==> src/rtl/adder_sop_pkg.sv <==
// Shared types and helpers for the SOP approximate-adder engine: FSM states,
// per-input literal codes and configuration field widths.
package adder_sop_pkg;

    typedef enum logic [1:0] {
        ST_CFG   = 2'd0,
        ST_RUN   = 2'd1,
        ST_DRAIN = 2'd2
    } state_t;

    // Two bits per input, {pos,neg}; setting both makes the product unsatisfiable.
    localparam logic [1:0] LIT_DC   = 2'b00;
    localparam logic [1:0] LIT_POS  = 2'b10;
    localparam logic [1:0] LIT_NEG  = 2'b01;
    localparam logic [1:0] LIT_ZERO = 2'b11;

    function automatic int mask_width(input int n_in);
        return 2 * n_in;
    endfunction

    function automatic int cfg_width(input int n_in, input int n_out);
        return 2 * n_in + n_out;
    endfunction

    function automatic int idx_width(input int n_pit);
        return (n_pit > 1) ? $clog2(n_pit) : 1;
    endfunction

endpackage

==> src/rtl/sop_product_term.sv <==
// One programmable product term: AND of the literals selected by its mask.
// An all-don't-care mask is treated as an empty (false) product.
module sop_product_term
    import adder_sop_pkg::*;
#(
    parameter int N_IN = 4
) (
    input  logic [2*N_IN-1:0] mask,
    input  logic [N_IN-1:0]   in_data,
    output logic              product
);

    always_comb begin
        product = |mask;
        for (int i = 0; i < N_IN; i++) begin
            case (mask[2*i +: 2])
                LIT_POS:  if (!in_data[i]) product = 1'b0;
                LIT_NEG:  if (in_data[i])  product = 1'b0;
                LIT_ZERO: product = 1'b0;
                default:  ;
            endcase
        end
    end

endmodule

==> src/rtl/adder_sop_share_engine.sv <==
// Programmable shared-product SOP approximate adder with a two-stage pipeline,
// exact reference sum, error flagging and error statistics.
module adder_sop_share_engine
    import adder_sop_pkg::*;
#(
    parameter int          N_IN  = 4,
    parameter int          N_OUT = 3,
    parameter int          N_PIT = 7,
    parameter int unsigned ET    = 1
) (
    input  logic                                   clk,
    input  logic                                   rst_n,
    input  logic                                   cfg_start,
    input  logic                                   cfg_we,
    input  logic [idx_width(N_PIT)-1:0]            cfg_idx,
    input  logic [cfg_width(N_IN, N_OUT)-1:0]      cfg_data,
    input  logic                                   cfg_commit,
    input  logic                                   in_valid,
    output logic                                   in_ready,
    input  logic [N_IN-1:0]                        in_data,
    output logic                                   out_valid,
    input  logic                                   out_ready,
    output logic [N_OUT-1:0]                       out_data,
    output logic [N_OUT-1:0]                       out_exact,
    output logic                                   out_err_flag,
    output logic [15:0]                            err_cnt,
    output logic [N_OUT-1:0]                       max_err,
    output logic [1:0]                             state
);

    localparam int MW = mask_width(N_IN);
    localparam int CW = cfg_width(N_IN, N_OUT);
    localparam int HW = N_IN / 2;

    state_t state_q, state_d;

    logic [CW-1:0]    cfg_mem [N_PIT];
    logic [N_PIT-1:0] prod_c;
    logic [N_OUT-1:0] exact_c;

    logic             s1_valid;
    logic [N_PIT-1:0] s1_prod;
    logic [N_OUT-1:0] s1_exact;

    logic [N_OUT-1:0] approx_c;
    logic [N_OUT:0]   diff_c;
    logic [N_OUT:0]   err_abs_c;
    logic [N_OUT-1:0] s2_err_mag;

    logic advance;
    logic accept;
    logic handshake;
    logic commit_take;

    // Valid/ready: a beat moves when valid && ready at a rising edge; a stalled
    // output (valid && !ready) freezes both stages and holds every out_* stable.
    assign advance     = !(out_valid && !out_ready);
    assign in_ready    = (state_q == ST_RUN) && advance;
    assign accept      = in_valid && in_ready;
    assign handshake   = out_valid && out_ready;
    assign commit_take = (state_q == ST_CFG) && cfg_commit;
    assign state       = state_q;

    always_ff @(posedge clk) begin
        if (!rst_n) state_q <= ST_CFG;
        else        state_q <= state_d;
    end

    always_comb begin
        state_d = state_q;
        case (state_q)
            ST_CFG:   if (cfg_commit) state_d = ST_RUN;
            ST_RUN:   if (cfg_start)  state_d = ST_DRAIN;
            ST_DRAIN: if (!s1_valid && !out_valid) state_d = ST_CFG;
            default:  state_d = ST_CFG;
        endcase
    end

    // A write coinciding with the commit still lands, since state is still CFG.
    always_ff @(posedge clk) begin
        if (!rst_n) begin
            for (int p = 0; p < N_PIT; p++) cfg_mem[p] <= '0;
        end else if (state_q == ST_CFG && cfg_we && int'(cfg_idx) < N_PIT) begin
            cfg_mem[cfg_idx] <= cfg_data;
        end
    end

    for (genvar p = 0; p < N_PIT; p++) begin : g_pit
        sop_product_term #(.N_IN(N_IN)) u_term (
            .mask    (cfg_mem[p][MW-1:0]),
            .in_data (in_data),
            .product (prod_c[p])
        );
    end

    assign exact_c = N_OUT'(in_data[HW-1:0]) + N_OUT'(in_data[N_IN-1:HW]);

    always_comb begin
        approx_c = '0;
        for (int j = 0; j < N_OUT; j++) begin
            for (int p = 0; p < N_PIT; p++) begin
                approx_c[j] = approx_c[j] | (s1_prod[p] & cfg_mem[p][MW+j]);
            end
        end
    end

    assign diff_c    = {1'b0, approx_c} - {1'b0, s1_exact};
    assign err_abs_c = diff_c[N_OUT] ? -diff_c : diff_c;

    always_ff @(posedge clk) begin
        if (!rst_n) begin
            s1_valid     <= 1'b0;
            s1_prod      <= '0;
            s1_exact     <= '0;
            out_valid    <= 1'b0;
            out_data     <= '0;
            out_exact    <= '0;
            out_err_flag <= 1'b0;
            s2_err_mag   <= '0;
        end else if (advance) begin
            s1_valid  <= accept;
            out_valid <= s1_valid;
            if (accept) begin
                s1_prod  <= prod_c;
                s1_exact <= exact_c;
            end
            if (s1_valid) begin
                out_data     <= approx_c;
                out_exact    <= s1_exact;
                out_err_flag <= 32'(err_abs_c) > ET;
                s2_err_mag   <= err_abs_c[N_OUT-1:0];
            end
        end
    end

    always_ff @(posedge clk) begin
        if (!rst_n || commit_take) begin
            err_cnt <= '0;
            max_err <= '0;
        end else if (handshake) begin
            if (out_err_flag && err_cnt != 16'hFFFF) err_cnt <= err_cnt + 16'd1;
            if (s2_err_mag > max_err) max_err <= s2_err_mag;
        end
    end

endmodule

==> config.mk <==
export PLATFORM = sky130hd
export DESIGN_NAME = adder_sop_share_engine
export DESIGN_NICKNAME = d
export VERILOG_FILES = /design/src/rtl/adder_sop_pkg.sv /design/src/rtl/sop_product_term.sv /design/src/rtl/adder_sop_share_engine.sv
export SDC_FILE = /design/constraint.sdc
export NUM_CORES = 1
export LEC_CHECK = 0
export CELL_PAD_IN_SITES_DETAIL_PLACEMENT = 1
export CELL_PAD_IN_SITES_GLOBAL_PLACEMENT = 1
export CORE_AREA = 2 2 154 126
export CTS_CLUSTER_DIAMETER = 40
export DETAILED_ROUTE_END_ITERATION = 16
export DIE_AREA = 0 0 156 128
export GPL_ROUTABILITY_DRIVEN = 0
export PLACE_DENSITY = 0.54
export SLEW_MARGIN = 25
export SYNTH_ARGS = -nofsm -noshare
export SYNTH_HDL_FRONTEND = slang
export SYNTH_SLANG_ARGS = --single-unit
==> constraint.sdc <==
create_clock -name clk -period 3 [get_ports clk]
set_input_delay 0.45 -clock clk [delete_from_list [all_inputs] [get_ports clk]]
set_output_delay 0.45 -clock clk [all_outputs]
set_load 0.01 [all_outputs]
* Word-level counts from Yosys, hierarchy flattened *
Memories as Yosys holds them, arrays and structs flattened.
Index checks and enable logic that the tools add are counted.

word-level totals
  flip-flop bits (word level) = 43
  word-level logic and storage cells = 274
  memories kept = 1
  bits in writable memories = 77
  bits of input ports = 25
  output and inout port bits = 30

operators by class
  equal/unequal tests = 90
  $lt $le $gt $ge = 3
  reductions and logical operators = 29
  muxes and demuxes = 96
  bitwise operators = 40
  add/sub/neg operators = 4

memories
  memory   depth  bits a word  read ports  clocked after memory_dff  write ports  RTL line                      source
  cfg_mem  7      11           7           0                         7            adder_sop_share_engine.sv:37  logic [CW-1:0] cfg_mem [N_PIT];

operators with widths
  operator                                                        count
  == test 2 bit (second input constant)                           57
  one-hot mux 1 bit (3 select lines)                              28
  2-to-1 mux 1 bit                                                61
  == test 2 x 1 -> 1 bit (second input constant)                  29
  OR reduction 8 bit                                              7
  bitwise AND 1 bit                                               21
  OR 1 bit                                                        18
  adder 16 x 1 -> 16 bit (second input constant)                  1
  inequality test 16 bit (second input constant)                  1
  2-to-1 mux 11 bit                                               1
  OR reduction 11 bit                                             1
  logical AND 1 bit                                               9
  AND reduction 2 bit                                             4
  2-to-1 mux 2 bit                                                3
  inequality test 2 bit (second input constant)                   3
  one-hot mux 2 bit (3 select lines)                              1
  zero test 1 bit                                                 5
  greater-than comparator 4 x 1 -> 1 bit (second input constant)  1
  2-to-1 mux 4 bit                                                1
  negator 4 bit                                                   1
  subtractor 3 x 3 -> 4 bit                                       1
  adder 2 x 2 -> 3 bit                                            1
  greater-than comparator 3 bit                                   1
  less-than comparator 3 bit (second input constant)              1
  5 further kinds                                                 5

* Longest topological paths before layout *
Gate-level depths: netlist of the first run.

  depth in word-level cells = 11
  depth in mapped cells = 11
  depth with buffers taken out = 11

* By module *
A second synthesis of the first run with hierarchy kept.

second synthesis, totals
  cells, all modules = 508
  area total of the unflattened synthesis = 5495.3 um2

by module, submodules not included
  module                  area an instance (um2)  times used  cells each  seq. area each (um2)
  adder_sop_share_engine  4987.3                  1           445         3062.9
  sop_product_term        72.6                    7           9           0.0

* Worst setup path before layout of the first run *
Ideal clock, no wire load.

  path kind = register to register
  from = register s1_prod[6]
  to = register out_err_flag
  cell stages (with the launch flop) = 11
  slack = 0.611 ns
  clock period less this slack = 2.389 ns
  library setup time = 0.119 ns
  required time = 2.881 ns
  path buffers = 0
  arrival time = 2.270 ns
  path through = dfxtp_1 a222oi_1 and3_1 ha_1 inv_1 fa_1 inv_1 ha_1 mux2i_1 a21oi_1 o221a_2

between the ends
  cells in the longest elaborated chain, start to end = 6
  elaborated cells on any way between the ends = 10
  classes of those cells = 2 x add/sub; 1 x order compare; 1 x mux; 6 x bitwise

ends and longest elaborated chain
  what                                      RTL line                       source
  start, declared                           adder_sop_share_engine.sv:42   logic [N_PIT-1:0] s1_prod;
  start signal, assigned                    adder_sop_share_engine.sv:124  s1_prod <= prod_c;
  bitwise AND 1 bit                         adder_sop_share_engine.sv:102  approx_c[j] = approx_c[j] | (s1_prod[p] & cfg_mem[p][MW+j]);
  OR 1 bit                                  adder_sop_share_engine.sv:102
  subtractor 3 x 3 -> 4 bit *               adder_sop_share_engine.sv:107  assign diff_c = {1'b0, approx_c} - {1'b0, s1_exact};
  negator 4 bit                             adder_sop_share_engine.sv:108  assign err_abs_c = diff_c[N_OUT] ? -diff_c : diff_c;
  2-to-1 mux 4 bit *                        adder_sop_share_engine.sv:108
  greater-than comparator 4 x 1 -> 1 bit *  adder_sop_share_engine.sv:130  out_err_flag <= 32'(err_abs_c) > ET;
  end signal, assigned                      adder_sop_share_engine.sv:130
  end, declared                             adder_sop_share_engine.sv:25   output logic out_err_flag,

Every way passes the cells marked *; elsewhere a longest branch is shown, timed or not.
A chain may end at the register's enable or synchronous reset.

* Worst setup path after layout of the first run *
Same ends and word-level chain as after synthesis.

==> results of run 1 <==
[logic make-up (layout without fill, tap and decap cells)]
group,after synthesis,in the layout,share of synthesized area
compound gates,53,53,0.0596
xor+xnor,17,17,0.0275
fa+ha+maj,11,11,0.0282
buf+inv,41,123,0.0298
flops,120,120,0.566
mux,41,41,0.0758
simple gates,226,226,0.213
[sequential cells by signal (all words and copies together), names as in the netlist]
register and flops:
out_data 3, s2_err_mag 3, s1_prod 7, max_err 3
out_exact 3, out_valid 1, state 2, s1_exact 3
cfg_mem 77, s1_valid 1, err_cnt 16, out_err_flag 1
[metal layers]
| layer | track usage | share of wire | wire length (um) | up-vias |
|---|---|---|---|---|
| met3 | 0.0368 | 0.037 | 554 | 11 |
| met1 | 0.225 | 0.52 | 7660 | 1982 |
| met2 | 0.237 | 0.44 | 6510 | 63 |
| met5 | 0 | 0 | 0 | - |
| met4 | 0.0486 | 0.0099 | 147 | 0 |
| li1 | - | - | - | 1952 |
[area by class of cell]
class,instances,area share
clock buffers,18,0.0643
multi-input cells,348,0.321
inverters,22,0.0121
clock inverters,14,0.0158
repair buffers,69,0.0957
well taps,235,0.0431
flip-flops and latches,120,0.449
[stage by stage]
stage | worst slack, ps | instance area, um2
detailed placement | 358 | 6280
global route | 194 | 6830
floorplan | 611 | 5410
finish | 319 | 6830
CTS | 310 | 6830
global placement | 488 | 6280
[power breakdown]
group | switching, W | total (W) | internal, W
Clock | 0.000736 | 0.00188 | 0.00115
Combinational | 0.000171 | 0.000283 | 0.000111
Sequential | 0.0000348 | 0.00182 | 0.00179
[Yosys cell counts (all sizes together) (5+ instances only)]
| cell | count |
|---|---|
| nor2 | 70 |
| edfxtp | 66 |
| dfxtp | 54 |
| nand2 | 50 |
| mux2i | 41 |
| and2 | 34 |
| a21oi | 29 |
| inv | 21 |
| nor4 | 19 |
| xnor2 | 16 |
| clkbuf | 13 |
| nand4 | 12 |
| nand3 | 10 |
| nor3 | 10 |
| ha | 9 |
| a22oi | 6 |
| buf | 6 |
| nor3b | 5 |
| o21ai | 5 |
[worst max-delay path: cells and delay by family (launching register included)]
family                     cells  cell delay [ps]
and+or+nand+nor                1              230
AOI/OAI and AO/OA              3              670
adders and majority gates      3             1020
DFF                            1              340
muxes                          1              190
buffers and inverters          2              120
[worst max-delay path by stage]
stage | startpoint | end
final | s1_prod[6] | out_err_flag
after global routing | s1_prod[6] | out_err_flag
after CTS | s1_prod[6] | out_err_flag
after detailed placement | s1_prod[6] | out_err_flag
after global placement | cfg_we | cfg_mem[4][4]
after floorplan | s1_prod[6] | out_err_flag
[layout by cell type, fill, tap and decap left out, types with 9 or more instances in the layout]
cell type,netlist,layout
sky130_fd_sc_hd__mux2i_1,41,41
sky130_fd_sc_hd__ha_1,9,9
sky130_fd_sc_hd__xnor2_1,16,16
sky130_fd_sc_hd__buf_4,1,15
sky130_fd_sc_hd__nor3_1,10,10
sky130_fd_sc_hd__nor2_1,70,70
sky130_fd_sc_hd__edfxtp_1,66,66
sky130_fd_sc_hd__nand3_1,9,9
sky130_fd_sc_hd__dfxtp_1,54,54
sky130_fd_sc_hd__inv_1,21,21
sky130_fd_sc_hd__clkbuf_16,0,17
sky130_fd_sc_hd__clkdlybuf4s50_1,0,54
sky130_fd_sc_hd__nand2_1,50,50
sky130_fd_sc_hd__nand4_1,11,11
sky130_fd_sc_hd__nor4_1,18,18
sky130_fd_sc_hd__and2_1,34,34
sky130_fd_sc_hd__a21oi_1,29,29
==> metrics.cfg, run 1 <==
[floorplan]
die-width_um = 156
die_height_um = 128
std_cell_rows = 45
ports = 55
core_area_um2 = 18500
start_util = 0.292
dieArea_um2 = 20000

[synthesis]
synth_top_area_frac = 0.366
synth-edff-count = 66
postSynthCellCount = 509
synth-main-ff-cell = sky130_fd_sc_hd__edfxtp_1
ys_async_sr_fraction = 0
syn_area_per_cell_um2 = 10.6
synth_seq_area_share = 0.566
mappedNetlistArea_um2 = 5410
yosys-top-cells-area = sky130_fd_sc_hd__edfxtp_1 37%, sky130_fd_sc_hd__dfxtp_1 20%, sky130_fd_sc_hd__mux2i_1 7.6%
yosysTopAreaCell = sky130_fd_sc_hd__edfxtp_1
ys_ff_latch = 120
synthDistinctLibCells = 44
synth.net_count = 545
yosys_warnings = 0

[worst_setup_path]
worstSetupStartpointType = register
regToRegEndpoint = out_err_flag
timing.critical_path.arrival_ps = 2980
critical-path-slowest-cell = sky130_fd_sc_hd__fa_1
worst_path_largest_cell_delay_ps = 540
reg2reg_from = s1_prod[6]
worst-setup-path-type = register to register
worstPathMaxFanout = 4
worst_ep_required_time_ps = 3300
worst_setup_path_end_kind = register
setup.reg_to_reg.worst_slack_ps = 320
critical_path.cell_chain = a222oi_1 -> and3_1 -> ha_1 -> inv_1 -> fa_1 -> inv_1 -> ha_1 -> mux2i_1 -> a21oi_1 -> o221a_2
reg2reg_depth = 10

[clock_tree]
clk_root_buffer_cell = sky130_fd_sc_hd__clkbuf_16
cts_htree_levels = 4
cts-buffers-inserted = 17
post_cts.repair.setup_buffers = 0
tritoncts = built
deepest_clock_path_buffer_count = 2
ctsResizeCount = 0
hold_buffers = 0
clk_latency_ps = 420
clock_sinks = 120
clk_pin_slew_ps = 60

[timing]
timing.slew.headroom = 0.504
setup_repair_after_global_routing_missed_its_margin = false
finalCriticalPeriod_ps = 2680
final-hold-violation-count = 0
finalMaxSlewViolations = 0
final.setup_skew_ps = 8.90
timing.final.setup_violations = 0
setup_tns_ps = 0
clock.fmax_ghz = 0.373
worstMarginPinSlew_ps = 743
fin_hold_ws_ps = 488
period_share = 0.894

[detailed_routing]
initialDrtViolationCount = 184
routed_antenna_nets = 0
vias = 4008
avgRoutedWirePerCell_um = 18.0
vias_per_cell = 4.85
routed_wl_um = 14900
drc = 0
drt-pass1-iter-count = 4

[place]
numPortBuffers = 54
dp_cells = 794
post-dp-hpwl_um = 10900

[global_routing]
grt_max_degree = 20
residual_overflow_from_global_routing = 0
number_of_antenna_violations_at_the_first_check_in_global_routing = 0
global_route_wire_length_before_repair_um = 23300
gr-usage-all-layers = 0.158
grt_pass1_vias = 4111

[finish]
n_fill_cell = 2048
final_core_area_utilization = 0.369
areaGrowthSynthToFinish_pct = 26.1
multi_input_gate_area_in_the_final_layout_um2 = 2190
num_antenna_cells = 0
regArea_um2 = 3060
fin_cells = 826
drive_gt1_frac = 0.0880
num-nets-final = 614

[run_status]
result_of_the_run = finished clean

[min_path]
hold_path.startpoint = s1_exact[2]
holdPathEnd = s1_exact[2]
whs_path_depth = 2
worst_hold_path_type = register to register

[power_and_ir_drop]
cellPowerDensity_nw_per_um2 = 584
design_power_total_w = 0.00399
irDropWorstVdd_mv = 0.270
power.leakage_nw = 2.49

[job]
maxCapViolations = 0

Note: power is estimated with default switching activity, not from simulation.
==> run 2, diff against run 1 <==
==> constraint.sdc (replaced) <==
create_clock -name clk -period 3 [get_ports clk]
set_input_delay 0.45 -clock clk [delete_from_list [all_inputs] [get_ports clk]]
set_output_delay 0.45 -clock clk [all_outputs]
set_load 0.02 [all_outputs]
==> metrics.cfg, run 2 (synthesis gave the netlist of run 1 again) <==
[run_status]
result_of_the_run = finished clean

[worst_setup_path]
critical-path-slowest-cell = sky130_fd_sc_hd__clkdlybuf4s50_1
worst-setup-path-type = input port to primary output
crit_path_frequent_cell = sky130_fd_sc_hd__clkdlybuf4s50_1
worst_ep_required_time_ps = 2550  ; -750 ps
setup.reg_to_reg.worst_slack_ps = 350  ; +30 ps
reg2reg_from = s1_prod[6]
worstPathMaxFanout = 4  ; unchanged
reg2reg_depth = 10  ; unchanged
wp_buf_inv = 2  ; unchanged
critical_path.cell_chain = clkdlybuf4s50_1 -> nor2b_1 -> nor3b_1 -> clkdlybuf4s50_1
regToRegEndpoint = out_err_flag
worst_path_largest_cell_delay_ps = 700  ; +160 ps
timing.critical_path.arrival_ps = 2240  ; -740 ps
cpLargestDelayFamily = buffers and inverters
worst_setup_path_end_kind = primary output
worstSetupStartpointType = input port

[clock_tree]
cts-buffers-inserted = 17  ; unchanged
clk_root_buffer_cell = sky130_fd_sc_hd__clkbuf_16
ctsResizeCount = 0  ; unchanged
clk_latency_ps = 410  ; about the same
deepest_clock_path_buffer_count = 2  ; unchanged
tritoncts = built
cts_htree_levels = 4  ; unchanged
hold_buffers = 0  ; unchanged
clock_sinks = 120  ; unchanged
post_cts.repair.setup_buffers = 0  ; unchanged
clk_pin_slew_ps = 50  ; about the same

[timing]
setup_tns_ps = 0  ; unchanged
timing.final.setup_violations = 0  ; unchanged
timing.slew.headroom = 0.509  ; +0.00531
worstMarginPinSlew_ps = 735  ; -7.94 ps
finalCriticalPeriod_ps = 2690  ; +9.71 ps
finalMaxSlewViolations = 0  ; unchanged
period_share = 0.897  ; +0.00324
clock.fmax_ghz = 0.372  ; -0.36%
final-hold-violation-count = 0  ; unchanged
setup_repair_after_global_routing_missed_its_margin = false
final.setup_skew_ps = 5.40  ; -3.51 ps

[global_routing]
number_of_antenna_violations_at_the_first_check_in_global_routing = 0  ; unchanged
grt_pass1_vias = 4130  ; +0.46%
grt_max_degree = 27  ; +35%
residual_overflow_from_global_routing = 0  ; unchanged
global_route_wire_length_before_repair_um = 23700  ; +1.4%
gr-usage-all-layers = 0.159  ; +0.00184

[floorplan]
start_util = 0.292  ; unchanged
core_area_um2 = 18500  ; unchanged
die_height_um = 128  ; unchanged
dieArea_um2 = 20000  ; unchanged
ports = 55  ; unchanged
die-width_um = 156  ; unchanged
std_cell_rows = 45  ; unchanged

[detailed_routing]
routed_antenna_nets = 0  ; unchanged
initialDrtViolationCount = 165  ; -10%
drc = 0  ; unchanged
routed_wl_um = 14900  ; about the same
drt-pass1-iter-count = 5  ; +1
vias_per_cell = 4.82  ; -0.62%
vias = 3983  ; -0.62%
avgRoutedWirePerCell_um = 18.0  ; about the same

[power_and_ir_drop]
cellPowerDensity_nw_per_um2 = 611  ; +4.7%
power.leakage_nw = 2.51  ; +1.0%
irDropWorstVdd_mv = 0.330  ; +22%

[min_path]
whs_path_depth = 2  ; unchanged
hold_path.startpoint = s1_exact[2]
worst_hold_path_type = register to register
holdPathEnd = s1_exact[2]

[place]
placedInstanceArea_um2 = 6280  ; unchanged
post-dp-hpwl_um = 11000  ; +0.52%
numPortBuffers = 54  ; unchanged

[finish]
stdcell_area_um2 = 6880  ; +0.71%
top_register = cfg_mem
layout_top_registers = cfg_mem x77, err_cnt x16, s1_prod x7
areaGrowthSynthToFinish_pct = 27.0
final_core_area_utilization = 0.371  ; +0.00263
num-nets-final = 614  ; unchanged
drive_gt1_frac = 0.0778  ; -0.0102
layout.cells.most_common_list = 70 x sky130_fd_sc_hd__nor2_1, 66 x sky130_fd_sc_hd__edfxtp_1, 54 x sky130_fd_sc_hd__dfxtp_1, 54 x sky130_fd_sc_hd__clkdlybuf4s50_1, 50 x sky130_fd_sc_hd__nand2_1
num_antenna_cells = 0  ; unchanged
layout.cells.most_common = sky130_fd_sc_hd__nor2_1
flip_flop_count_of_the_largest_register_after_layout = 77  ; unchanged

[job]
maxCapViolations = 0  ; unchanged

-- run 2: cell count changes in the layout (fill, tap and decap cells not counted) --
cell                         delta
sky130_fd_sc_hd__clkinv_4       +1
sky130_fd_sc_hd__clkinv_2       -4
sky130_fd_sc_hd__inv_6          -1
sky130_fd_sc_hd__bufinv_16      +3
sky130_fd_sc_hd__clkinv_1       +1
sky130_fd_sc_hd__clkbuf_1       +5
sky130_fd_sc_hd__clkinvlp_4     -4
sky130_fd_sc_hd__clkbuf_8       -1
-- run 2: per-layer routing --
layer | vias up | part of all wire | track usage
met2 | 53 | 0.44 | 0.238
met1 | 1968 | 0.52 | 0.228
met5 | - | 0 | 0
li1 | 1947 | - | -
met4 | 0 | 0.014 | 0.0615
met3 | 15 | 0.030 | 0.0311
-- run 2: area by class of cell --
type                       instances  area, um2
clock buffer                      22        444
clock inverter                    10        151
fill                            2035      11600
inverter                          22       82.6
multi-input combinational        348       2190
sequential                       120       3060
tap                              235        294
timing repair buffer              69        653
-- run 2: stage by stage --
stage	total power (W)	setup WS, ps	cells	hold WS [ps]
after global placement	0.00214	452	794	473
after CTS	0.00424	328	826	498
final	0.00420	309	826	491
after detailed placement	0.00215	334	794	490
after floorplan	0.00200	611	509	449
after global routing	0.00435	127	826	524
-- run 2: tightest hold or removal path, cell delays in order, from the launching register on --
cell and delay (ps):
sky130_fd_sc_hd__dfxtp_1 330, sky130_fd_sc_hd__nand2_1 60, sky130_fd_sc_hd__a21oi_1 50
-- run 2: power breakdown --
group,switching [W],internal (W),total [W]
registers,0.0000346,0.00179,0.00182
clock network,0.000713,0.00138,0.00209
logic,0.000176,0.000112,0.000287
-- run 2: worst max-delay path by stage --
stage	startpoint	endpoint	slack, ps	cells after the start
2_1_floorplan	s1_prod[6]	out_err_flag	610	10
3_3_place_gp	out_ready	in_ready	450	4
3_5_place_dp	out_ready	in_ready	330	4
4_1_cts	out_ready	in_ready	330	4
5_1_grt	s1_prod[1]	out_err_flag	130	10
6_report	out_ready	in_ready	310	4
==> RTL edit 1, RTL diff (flow settings as in run 1) <==
Put one more register stage on the output `err_cnt`, with the module's reset. The value now appears one clock later. The other outputs are not delayed to match.
--- a/src/rtl/adder_sop_share_engine.sv
+++ b/src/rtl/adder_sop_share_engine.sv
@@ -31,6 +31,8 @@
     localparam int MW = mask_width(N_IN);
     localparam int CW = cfg_width(N_IN, N_OUT);
     localparam int HW = N_IN / 2;
+
+    logic [15:0] err_cnt_s0;
 
     state_t state_q, state_d;
 
@@ -135,11 +137,19 @@
 
     always_ff @(posedge clk) begin
         if (!rst_n || commit_take) begin
-            err_cnt <= '0;
+            err_cnt_s0 <= '0;
             max_err <= '0;
         end else if (handshake) begin
-            if (out_err_flag && err_cnt != 16'hFFFF) err_cnt <= err_cnt + 16'd1;
+            if (out_err_flag && err_cnt_s0 != 16'hFFFF) err_cnt_s0 <= err_cnt_s0 + 16'd1;
             if (s2_err_mag > max_err) max_err <= s2_err_mag;
+        end
+    end
+
+    always_ff @(posedge clk) begin
+        if (!rst_n) begin
+            err_cnt <= '0;
+        end else begin
+            err_cnt <= err_cnt_s0;
         end
     end
 
Behaviour: not the same (a bounded check fails within 10 cycles, from zero or initial values and one cycle with rst_n low).
==> RTL edit 1 against run 1 <==
- setup slack better by 0.085 ns
- wire length grew 10%
- cell area is 7.1% higher
- area after synthesis grew 8.5%
- highest routed layer unchanged
- critical endpoint unchanged
- sequential cell count up 16
- power is 13% higher
- first-iteration DRC count grew 24%
==> RTL edit 1: results (changes against run 1) <==
| Metric | Value |
|---|---|
| Combined global-route utilization of all metal layers | 0.176 (was 0.158) |
| Initial DRC Count | 228 (was 184) |
| Half-perimeter wire length after placement | 11,800 µm (was 10,900 µm) |
| Layout Cells excl Fill | 873 (was 826) |
| Layout Skew | 0.0109 ns (was 0.00890 ns) |
| Multiplexer fraction of the synthesized cell area | 0.0647 (was 0.0758) |
| Avg Synthesized Cell Area | 10.4 µm² (was 10.6 µm²) |
| Synth area leaders | sky130_fd_sc_hd__edfxtp_1 (34%), sky130_fd_sc_hd__dfxtp_1 (24%), sky130_fd_sc_hd__mux2i_1 (6.5%) (was sky130_fd_sc_hd__edfxtp_1 (37%), sky130_fd_sc_hd__dfxtp_1 (20%), sky130_fd_sc_hd__mux2i_1 (7.6%)) |
| Share of cells above drive strength 1 | 0.0784 (was 0.0880) |
| First-pass GRT wire length | 26,000 µm (was 23,300 µm) |
| Max stage delay on crit path | 0.52 ns (was 0.54 ns) |
| Pin count of the biggest net entering global routing | 37 (was 20) |
| Fraction of the mapped netlist area in adder cells | 0.0281 (was 0.0282) |
| Fraction of the yosys area taken by sequential cells | 0.576 (was 0.566) |
| Fraction of the mapped netlist area in compound gates | 0.0671 (was 0.0596) |
| Remaining max-slew budget at the tightest pin | 0.474 (was 0.504) |
| Synthesized net count | 601 (was 545) |
| Xor and xnor fraction of the mapped netlist area | 0.0209 (was 0.0275) |
| Number of synthesized flops with an enable pin | 66 (unchanged) |
| Most frequently used flop master after synthesis | sky130_fd_sc_hd__dfxtp_1 (was sky130_fd_sc_hd__edfxtp_1) |
| Placed cell count | 841 (was 794) |
| Total negative setup slack | 0 ns (unchanged) |
| Net total in the final layout | 662 (was 614) |
| Worst IR Drop VDD | 324 µV (was 270 µV) |
| Vias in the first global route | 4,479 (was 4,111) |
| Endpoint arrival time on the critical path | 2.91 ns (was 2.98 ns) |
| Cell class contributing the biggest share of worst-path delay | adder cells (unchanged) |
| Leakage Power | 2.70 nW (was 2.49 nW) |
| Fill cells | 2,039 (was 2,048) |
| Top flop regs | cfg_mem (77), err_cnt (16), err_cnt_s0 (16) (was cfg_mem (77), err_cnt (16), s1_prod (7)) |
| Outcome | finished clean (unchanged) |
| Via density per instance | 4.96 (was 4.85) |
| WL per Instance | 18.8 µm (was 18.0 µm) |
| Number of different library cells in the post-synthesis netlist | 47 (was 44) |
| Worst skew pair latency | 0.43 ns |
| Total cell area at the placement stage | 6700 µm² (was 6280 µm²) |
| Area used by sequential logic in the layout | 3380 µm² (was 3060 µm²) |
| Leading cell types by count after synthesis | sky130_fd_sc_hd__dfxtp_1 (70), sky130_fd_sc_hd__nor2_1 (68), sky130_fd_sc_hd__edfxtp_1 (66), sky130_fd_sc_hd__nand2_1 (65), sky130_fd_sc_hd__a21oi_1 (39) (was sky130_fd_sc_hd__nor2_1 (70), sky130_fd_sc_hd__edfxtp_1 (66), sky130_fd_sc_hd__dfxtp_1 (54), sky130_fd_sc_hd__nand2_1 (50), sky130_fd_sc_hd__mux2i_1 (41)) |
==> RTL edit 1: changes by cell type in the layout (fill, tap and decap cells not counted), moves of 5 or more <==
cell / delta
sky130_fd_sc_hd__clkinv_2: -5
sky130_fd_sc_hd__dfxtp_1: +16
sky130_fd_sc_hd__and3_1: +5
sky130_fd_sc_hd__nand2_1: +15
sky130_fd_sc_hd__xnor2_1: -5
sky130_fd_sc_hd__nand3_1: +7
sky130_fd_sc_hd__a21oi_1: +10
==> RTL edit 1: cell type report <==
type	instances	area share
repair buffers	69	0.0893
multi-input cells	376	0.311
flip-flops and latches	136	0.463
clock buffers	18	0.0587
inverters	25	0.0128
well taps	235	0.0402
clock inverters	14	0.0248
==> RTL edit 1: where the power goes <==
part / internal, mW / total [mW] / switching, mW
clock: 1.38 / 2.19 / 0.811
combinational: 0.107 / 0.283 / 0.176
sequential: 2.00 / 2.03 / 0.0321
==> RTL edit 1: cells by family after synthesis <==
kind of cell,count (synthesis)
buffers and inverters,52
and+or+nand+nor,247
AOI/OAI and AO/OA,65
muxes,38
adders and majority gates,12
DFF,136
xor gates and xnor gates,14
==> RTL edit 1: through the flow <==
stage / setup slack [ns] / total power [mW] / hold WS [ns]
2_1_floorplan: 0.580 / 2.22 / 0.431
3_3_place_gp: 0.430 / 2.35 / 0.458
3_5_place_dp: 0.341 / 2.36 / 0.468
4_1_cts: 0.369 / 4.55 / 0.479
5_1_grt: 0.259 / 4.66 / 0.499
6_report: 0.404 / 4.50 / 0.472
==> RTL edit 1: routing by layer <==
layer | vias up | routed length (µm) | global-route usage
met5 | - | 0 | 0
met4 | 0 | 348 | 0.0756
met3 | 24 | 559 | 0.0311
met2 | 79 | 7630 | 0.282
met1 | 2124 | 7900 | 0.235
li1 | 2105 | - | -
==> RTL edit 1: worst min-delay path, delay by kind of cell (launching register included) <==
kind,cells,cell delay [ns]
flops,1,0.31
simple gates,1,0.06
compound gates,1,0.05
==> RTL edit 1: final timing paths <==
path | cells past startpoint | start | endpoint | slack [ns]
worst min-delay path | 2 | cfg_mem[6][10] | cfg_mem[6][10] | 0.47
worst max register to register | 10 | cfg_mem[0][8] | out_err_flag | 0.40
worst min register to register | 2 | cfg_mem[6][10] | cfg_mem[6][10] | 0.47
worst max-delay path | 10 | cfg_mem[0][8] | out_err_flag | 0.40
==> RTL edit 2, RTL diff (flow settings as in run 1) <==
Without the edit above. Change the parameter `N_OUT` from 3 to 6.
--- a/src/rtl/adder_sop_share_engine.sv
+++ b/src/rtl/adder_sop_share_engine.sv
@@ -4,7 +4,7 @@
     import adder_sop_pkg::*;
 #(
     parameter int          N_IN  = 4,
-    parameter int          N_OUT = 3,
+    parameter int          N_OUT = 6,
     parameter int          N_PIT = 7,
     parameter int unsigned ET    = 1
 ) (
Ports: changed (resized cfg_data, max_err, out_data and out_exact); port bits go from 55 to 67. The function was not compared with the original's and may differ.
==> RTL edit 2 against run 1 <==
- core utilization is 9.3 points higher
- clock power is 22% higher
- cell area is 25% higher
- cell count is 20% higher
- sequential cell count is 30 higher
- die area stayed put
- setup slack worse by 0.21 ns
- fmax is 7.2% lower
- power is 26% higher
- area after synthesis is 26% higher
- wire length is 36% higher
- highest routed layer unchanged
==> RTL edit 2: results (changes against run 1) <==
| Metric | Value |
|---|---|
| Worst Hold Launch | out_exact[2] (was s1_exact[2]) |
| Count of mapped cells out of synthesis | 656 (was 509) |
| GR Layer Usage met1 | 0.296 (was 0.225) |
| Hold_ws | 0.454 ns (was 0.488 ns) |
| Worst IR Drop VDD | 292 µV (was 270 µV) |
| Worst-Margin Slew | 0.816 ns (was 0.743 ns) |
| Met2 track demand over resource | 0.340 (was 0.237) |
| Leakage Power | 3.16 nW (was 2.49 nW) |
| Number of detailed-route iterations in the first pass | 5 (was 4) |
| Net total in the final layout | 788 (was 614) |
| Hold EP | out_exact[2] (was s1_exact[2]) |
| Top flop regs | cfg_mem (98), err_cnt (16), s1_prod (7) (was cfg_mem (77), err_cnt (16), s1_prod (7)) |
| Worst r2r path cells | 12 (was 10) |
| First-pass GRT wire length | 31,600 µm (was 23,300 µm) |
| CP Max Fanout | 2 (was 4) |
| Half-perimeter wire length after placement | 14,600 µm (was 10,900 µm) |
| Clock group share of total power | 0.457 (was 0.472) |
| Synth area leaders | sky130_fd_sc_hd__edfxtp_1 (37%), sky130_fd_sc_hd__dfxtp_1 (19%), sky130_fd_sc_hd__nor2_1 (4.6%) (was sky130_fd_sc_hd__edfxtp_1 (37%), sky130_fd_sc_hd__dfxtp_1 (20%), sky130_fd_sc_hd__mux2i_1 (7.6%)) |
| Layout Skew | 0.00653 ns (was 0.00890 ns) |
| Outcome | finished clean (unchanged) |
| Combined global-route utilization of all metal layers | 0.212 (was 0.158) |
| Share of cells above drive strength 1 | 0.104 (was 0.0880) |
| Count of input and output buffers | 63 (was 54) |
| Met2 wire length | 9330 µm (was 6510 µm) |
| Layout Cells excl Fill | 994 (was 826) |
| Pin count of the biggest net entering global routing | 34 (was 20) |
RTL edit 2: cell types whose count changed in the layout (fill, tap and decap cells not counted), moves of 12 or more:
| cell | delta |
|---|---|
| sky130_fd_sc_hd__nor2_1 | +14 |
| sky130_fd_sc_hd__dfxtp_1 | +12 |
| sky130_fd_sc_hd__nand2_1 | +21 |
| sky130_fd_sc_hd__edfxtp_1 | +18 |
| sky130_fd_sc_hd__buf_4 | +20 |
| sky130_fd_sc_hd__a21oi_1 | +18 |
| sky130_fd_sc_hd__nand3_1 | +13 |
RTL edit 2: through the flow:
| step | instance area [µm²] | power (mW) | util | setup TNS (ns) | setup slack [ns] |
|---|---|---|---|---|---|
| 2_1_floorplan | 6810 | 2.56 | - | 0 | 0.220 |
| 3_3_place_gp | 7860 | 2.74 | 0.424 | 0 | 0.0544 |
| 3_5_place_dp | 7860 | 2.76 | 0.424 | -0.0724 | -0.0724 |
| 4_1_cts | 8510 | 5.05 | 0.459 | 0 | 0.00900 |
| 5_1_grt | 8550 | 5.22 | 0.462 | -0.147 | -0.0690 |
| 6_report | 8550 | 5.03 | 0.462 | 0 | 0.110 |
RTL edit 2: worst max path at each step:
stage	startpoint	end	cells past startpoint
floorplan	cfg_mem[0][8]	out_err_flag	12
global placement	cfg_mem[0][8]	out_err_flag	12
detailed placement	cfg_mem[0][8]	out_err_flag	12
CTS	cfg_mem[0][8]	out_err_flag	12
global route	cfg_mem[0][8]	out_err_flag	12
finish	cfg_mem[0][8]	out_err_flag	12
RTL edit 2: cells by family after synthesis:
family,share of synthesized area
fa+ha+maj,0.0280
buf+inv,0.0342
xor+xnor,0.0252
simple gates,0.193
flops,0.565
mux,0.0441
compound gates,0.110
other cells,0.000551
RTL edit 2: critical path, stage by stage (launching register included):
cell and delay, ns:
sky130_fd_sc_hd__edfxtp_1 0.37, sky130_fd_sc_hd__a222oi_1 0.30, sky130_fd_sc_hd__and3_1 0.24, sky130_fd_sc_hd__ha_2 0.19, sky130_fd_sc_hd__inv_2 0.04, sky130_fd_sc_hd__fa_1 0.52
sky130_fd_sc_hd__buf_4 0.16, sky130_fd_sc_hd__buf_4 0.12, sky130_fd_sc_hd__nand2b_1 0.14, sky130_fd_sc_hd__o21ai_0 0.25, sky130_fd_sc_hd__nor4_2 0.08, sky130_fd_sc_hd__xnor2_1 0.25
sky130_fd_sc_hd__a31oi_1 0.11
RTL edit 2: cell type report:
type / instances / area (µm²)
inverter: 30 / 113
sequential: 150 / 3840
clock buffer: 18 / 429
fill: 2026 / 9970
multi-input combinational: 449 / 2780
tap: 235 / 294
clock inverter: 14 / 199
timing repair buffer: 98 / 893
RTL edit 2: what timing repair did:
action | 4_1_cts | 5_1_grt
pin swaps | 2 | 8
resized for setup | 2 | 7
setup buffers | 1 | 2
endpoints found under the setup margin | 1 | 1
